`config.mk`:
```
export PLATFORM = sky130hd
export DESIGN_NAME = bcd_sevenseg_scan
export DESIGN_NICKNAME = d
export VERILOG_FILES = /design/src/rtl/bcd_sevenseg_scan.sv
export SDC_FILE = /design/constraint.sdc
export NUM_CORES = 1
export LEC_CHECK = 0
export BUFFER_PORTS_ARGS = -buffer_cell sky130_fd_sc_hd__buf_4
export CAP_MARGIN = 0
export CORE_ASPECT_RATIO = 0.75
export CORE_MARGIN = 2
export CORE_UTILIZATION = 56
export CTS_CLUSTER_SIZE = 30
export DETAILED_ROUTE_END_ITERATION = 8
export MAX_ROUTING_LAYER = met4
export PLACE_DENSITY = 0.81
export SLEW_MARGIN = 0
export SYNTH_ARGS = -nofsm -noshare
export SYNTH_HDL_FRONTEND = slang
export SYNTH_SLANG_ARGS = --single-unit
```
`constraint.sdc`:
```
create_clock -name clk -period 2.5 [get_ports clk]
set_input_delay 0.25 -clock clk [delete_from_list [all_inputs] [get_ports clk]]
set_output_delay 0.25 -clock clk [all_outputs]
set_load 0.01 [all_outputs]
```
`src/rtl/bcd_sevenseg_scan.sv`:
```
// Multiplexed common-anode seven-segment scan driver for a packed BCD word.
// One digit per refresh slot, with leading-zero blanking, decimal points and a frame pulse.
module bcd_sevenseg_scan #(
  parameter int unsigned DIGITS      = 4,
  parameter int unsigned REFRESH_DIV = 100000
) (
  input  logic                  clk,
  input  logic                  rst,
  input  logic [4*DIGITS-1:0]   bcd_in,
  input  logic                  load,
  input  logic [DIGITS-1:0]     dp_mask,
  input  logic                  blank_lz,
  output logic [DIGITS-1:0]     an,
  output logic [6:0]            seg,
  output logic                  dp,
  output logic                  frame_done
);

  localparam int unsigned BCD_W = 4 * DIGITS;
  localparam int unsigned IDX_W = (DIGITS > 1) ? $clog2(DIGITS) : 1;
  localparam int unsigned PRE_W = (REFRESH_DIV > 1) ? $clog2(REFRESH_DIV) : 1;
  localparam logic [IDX_W-1:0] IDX_LAST = IDX_W'(DIGITS - 1);
  localparam logic [PRE_W-1:0] PRE_LAST = PRE_W'(REFRESH_DIV - 1);

  logic [BCD_W-1:0]  disp_val;
  logic [DIGITS-1:0] disp_dp;
  logic [PRE_W-1:0]  presc;
  logic [IDX_W-1:0]  idx;
  logic              wrap_pend;

  logic [DIGITS-1:0] an_c;
  logic [DIGITS-1:0] lz_c;
  logic [6:0]        seg_c;
  logic [3:0]        nib_c;
  logic              dp_c;
  logic              dpbit_c;
  logic              blank_c;
  logic              zero_above_c;

  // Active-low segment pattern {g,f,e,d,c,b,a}; non-BCD nibbles render as a dash.
  function automatic logic [6:0] decode(input logic [3:0] n);
    case (n)
      4'd0:    decode = 7'b1000000;
      4'd1:    decode = 7'b1111001;
      4'd2:    decode = 7'b0100100;
      4'd3:    decode = 7'b0110000;
      4'd4:    decode = 7'b0011001;
      4'd5:    decode = 7'b0010010;
      4'd6:    decode = 7'b0000010;
      4'd7:    decode = 7'b1111000;
      4'd8:    decode = 7'b0000000;
      4'd9:    decode = 7'b0010000;
      default: decode = 7'b0111111;
    endcase
  endfunction

  // Select the current digit and decide whether it is a blanked leading zero.
  always_comb begin
    an_c         = '1;
    lz_c         = '0;
    nib_c        = 4'd0;
    dpbit_c      = 1'b0;
    blank_c      = 1'b0;
    zero_above_c = 1'b1;
    for (int k = int'(DIGITS) - 1; k >= 1; k--) begin
      zero_above_c = zero_above_c & (disp_val[4*k +: 4] == 4'd0);
      lz_c[k]      = zero_above_c;
    end
    for (int k = 0; k < int'(DIGITS); k++) begin
      if (idx == IDX_W'(k)) begin
        an_c[k] = 1'b0;
        nib_c   = disp_val[4*k +: 4];
        dpbit_c = disp_dp[k];
        blank_c = blank_lz & lz_c[k];
      end
    end
    seg_c = blank_c ? 7'b1111111 : decode(nib_c);
    dp_c  = ~dpbit_c;
  end

  // Display register, prescaler/digit index and the registered output stage.
  always_ff @(posedge clk) begin
    if (rst) begin
      disp_val   <= '0;
      disp_dp    <= '0;
      presc      <= '0;
      idx        <= '0;
      wrap_pend  <= 1'b0;
      an         <= '1;
      seg        <= 7'b1111111;
      dp         <= 1'b1;
      frame_done <= 1'b0;
    end else begin
      if (load) begin
        disp_val <= bcd_in;
        disp_dp  <= dp_mask;
      end
      if (presc == PRE_LAST) begin
        presc <= '0;
        idx   <= (idx == IDX_LAST) ? '0 : idx + IDX_W'(1);
      end else begin
        presc <= presc + PRE_W'(1);
      end
      // Flags the frame start so the pulse lines up with the first digit-0 output cycle.
      wrap_pend  <= (presc == PRE_LAST) && (idx == IDX_LAST);
      an         <= an_c;
      seg        <= seg_c;
      dp         <= dp_c;
      frame_done <= wrap_pend;
    end
  end

endmodule

```
### Yosys cells after proc, flatten, opt, wreduce, memory -nomap -nowiden

Memories as Yosys holds them, arrays and structs flattened. A register that Yosys moved wholly into a read port is not among the register bits.
Index checks and enable logic that the tools add are counted.
Widths: inputs -> output; s select.

* register bits: 46
* bits in latches: 0
* RAM bits: 0
* ROM bits: 112
* input bits: 24
* output and inout port bits: 13
* logic and storage cells: 44
* memories: 1

* add/subtract/negate cells: 2
* multiply operators: 0
* divide/modulo/power cells: 0
* order comparisons: 0
* equal/unequal tests: 4
* shift-type cells: 0
* muxes and demuxes: 16
* bitwise operators: 6
* reductions and logical operators: 7

Memory list
* (name not given): words 16, bits a word 7, rd ports 1, clocked after Yosys merged registers in 1, write ports 0, RTL line 42 `case (n)`

Operators by type and width (count)
* $add 17x1->17 const B: 1
* $eq 17x17->1 const B: 1
* $mux 4: 4
* $logic_not 4->1: 3
* $mux 1: 11
* $and 1x1->1: 5
* $eq 2x2->1 const B: 2
* $reduce_or 2->1: 2
* $add 2x1->2 const B: 1
* $eq 2x1->1 const B: 1
* $logic_not 2->1: 1
* $mux 2: 1
* $logic_and 1x1->1: 1
* $not 1->1: 1

### Depth between registers and ports, before layout

* depth after elaboration: 8
* gate-level depth with buffers: 10
* gate-level depth less buffers: 9

### Least setup slack after synthesis

No wires, ideal clock.

* path kind: reg-to-reg
* start point: register idx[1]
* end point: register seg[3]
* library setup time: 138 ps
* data arrival time: 2066 ps
* data required time: 2362 ps
* slack: 296 ps
* stages on the path, launching flop included: 10
* buffers on the path: 1
* period minus slack after synthesis: 2204 ps
* cell sequence: dfxtp_1 -> inv_1 -> ha_1 -> buf_2 -> nand3b_1 -> a221oi_1 -> inv_1 -> ha_1 -> nor4b_1 -> a31oi_1

* word-level cells in the longest chain between the ends: 5
* elaborated cells on any way between the ends: 12
* classes of those cells: 3 x eq/ne; 7 x mux; 2 x reduce/logical

Ends and longest elaborated chain
* start: declaration: RTL line 28 `logic [IDX_W-1:0] idx;`
* start signal: assignment: RTL line 100 `idx <= (idx == IDX_LAST) ? '0 : idx + IDX_W'(1);`
* $eq 2x1->1 or $logic_not 2->1 (tied branches): RTL line 70 `if (idx == IDX_W'(k)) begin`
* $mux 1 or $mux 4 (tied branches) (3 in a row): RTL line 70
* $reduce_or 2->1 (no source line) or $mux 4 (tied branches)
* end: declaration: RTL line 14 `output logic [6:0] seg,`

Parallel ways exist; a longest one is shown, timed or not.
A chain may end at the register's enable or synchronous reset.

### Final worst setup path

* start point: register idx[0]
* end point: register seg[5]

Same word-level chain as after synthesis.

==> flow_summary.ini <==
[status]
outcome = finished clean

[yosys]
syn_avg_cell_area_um2 = 9.52
syn-instance-count = 251
ys_seq_elements = 53
ys_types = 43
synth_edf_count = 0
async_reset_ff_frac = 0
synth_nets = 286
synth.cell_area_um2 = 2390
synth_flop_cell = dfxtp_1
ys_warn_count = 0
yosysSeqAreaShare = 0.444

[timing]
max_freq_ghz = 0.445
finalMaxSlewViolations = 0
rsz0062_at_grt = no
period_share = 0.898
tns_ns = 0
fin_crit_ns = 2.25
slew-limit-headroom = 0.587
hold_violations = 0
tightest_slew_ns = 0.618
finClkSkew_ns = 0.00869
setup_violations = 0
fin_ws_ns = 0.254

[drt]
wl_per_cell_um = 14.1
drtIter0Drc = 127
dr.pass1.iters = 4
ant_nets = 0
vias = 1900
via_per_inst = 5.59
totalWireLength_mm = 4.79
drcViolationCount = 0

[grt]
grt_usage = 0.228
grt_max_degree = 36
antenna_found_initial = 0
grt_pass1_wl_mm = 8.07
grt_overflow = 0
grt_pass1_vias = 1651

[worst_setup_path]
rr_startpoint = idx[0]
end_kind = flop
worst-endpoint-arrival_ns = 2.41
crit_fanout = 11
path_class = flop to flop
crit_path_start_kind = flop
crit_start = idx[0]
r2r_slack_ns = 0.25
cp.required_ns = 2.66

[power]
switchingPower_mw = 0.381
pwr-share-comb = 0.104
power_density_nw_per_um2 = 565
p_clk_frac = 0.321
p_leak_nw = 1.19
switching_share = 0.242
p_int_mw = 1.19
vdd_drop_max_mv = 0.443
p_seq_frac = 0.574

[flow_run]
maxCapViolations = 0

[cells_and_area]
final_layout_size_suffix_gt1_frac = 0.179
final_cell_mix = dfxtp_1 (53), buf_4 (39), nor2_1 (37)
final_common_cell = dfxtp_1
area_delta_synth_final_pct = 16.4
diodes = 0
nNetsFinal = 319

[clock_network]
insertion_delay_ns = 0.31
cts_resized = 0
numCtsBuffers = 5
cts-root-buf = clkbuf_8
cts_tree = yes
clk_path_buf_depth = 2
cts_sinks = 53
cts_hold_buf = 0
postCtsSetupRepairBufs = 0
clk_pin_slew_ns = 0.09
cts_max_level = 2

[floorplanning]
num_rows = 20
die_h_um = 60.6
die_area_um2 = 4810
ios = 37
start_util = 0.586
core_area_um2 = 4080
die_w_um = 79.4

[place]
port_buffers = 36
pre_cts_slack_ns = 0.313
dp_hpwl_mm = 3.43
gp_congestion = 0.856

[min_path]
hp-class = primary input to flop
min-delay-start = dp_mask[2]
cells in the mapped netlist, types with 5 or more instances:
cell | instances | area share
dfxtp_1 | 53 | 0.44
nor2_1 | 37 | 0.058
mux2i_1 | 21 | 0.088
xor2_1 | 12 | 0.044
ha_1 | 11 | 0.058
o21ai_0 | 9 | 0.019
inv_1 | 8 | 0.013
nand4_1 | 8 | 0.021
a21oi_1 | 7 | 0.015
nand3_1 | 7 | 0.015
nand2_1 | 6 | 0.0094
a211oi_1 | 5 | 0.016
buf_2 | 5 | 0.010
clkbuf_1 | 5 | 0.0079
nand2b_1 | 5 | 0.013
through the flow:
step                      power (mW)  cell area, um2  utilization  hold WS (ns)  instances
after floorplan                 1.01            2390            -         0.397        251
after global placement          1.08            2680        0.658         0.424        332
after detailed placement        1.09            2680        0.658         0.433        332
after CTS                       1.58            2780        0.682         0.164        340
after global routing            1.65            2780        0.682         0.162        340
final                           1.57            2780        0.682         0.169        340
path summary, 6_finish.rpt:
path / to / cells after the start
hold reg to reg: frame_done / 1
hold / removal: disp_dp[2] / 3
setup reg to reg: seg[5] / 8
setup / recovery: seg[5] / 8
cell families after synthesis:
family                   after synthesis  share of synthesized area
AND/OR/NAND/NOR                       98                      0.224
buffers and inverters                 21                     0.0403
XOR/XNOR                              13                     0.0477
flip-flops                            53                      0.444
multiplexers                          21                     0.0880
AO/OA/AOI/OAI                         34                     0.0985
adder cells (fa/ha/maj)               11                     0.0576
sequential cells by signal, summed over array words and instances, names as in the netlist:
name / count
disp_dp: 4
wrap_pend: 1
an: 4
frame_done: 1
dp: 1
presc: 17
disp_val: 16
seg: 7
idx: 2
metal layers:
metal,GRT usage,share of wire,up-vias
met4,0.0517,0.0092,0
met2,0.295,0.40,65
met1,0.341,0.53,876
met3,0.0714,0.063,5
li1,-,-,954
met5,-,0,-
worst max-delay path, cell delays in order (launching register included):
cell and delay (ns):
dfxtp_1 0.42, inv_1 0.08, ha_1 0.33, a211oi_1 0.26, a221o_1 0.29, inv_1 0.14, ha_1 0.22, nor4_1 0.28
a31oi_1 0.08
layout make-up:
cell class,count,area [um2]
fillers,327,1300
multi-input cells,177,1230
flip-flops and latches,53,1060
repair buffers,39,293
clock buffers,6,82.6
well taps,55,68.8
inverters,8,30.0
clock inverters,2,13.8
power by group through the flow:
stage                     combinational [mW]  clock [mW]  sequential, mW
after floorplan                       0.0924           0           0.921
after global placement                 0.161           0           0.921
after detailed placement               0.164           0           0.921
after CTS                              0.165       0.515           0.902
after global routing                   0.182       0.559           0.907
final                                  0.164       0.505           0.902
(Power assumes the default switching activity.)
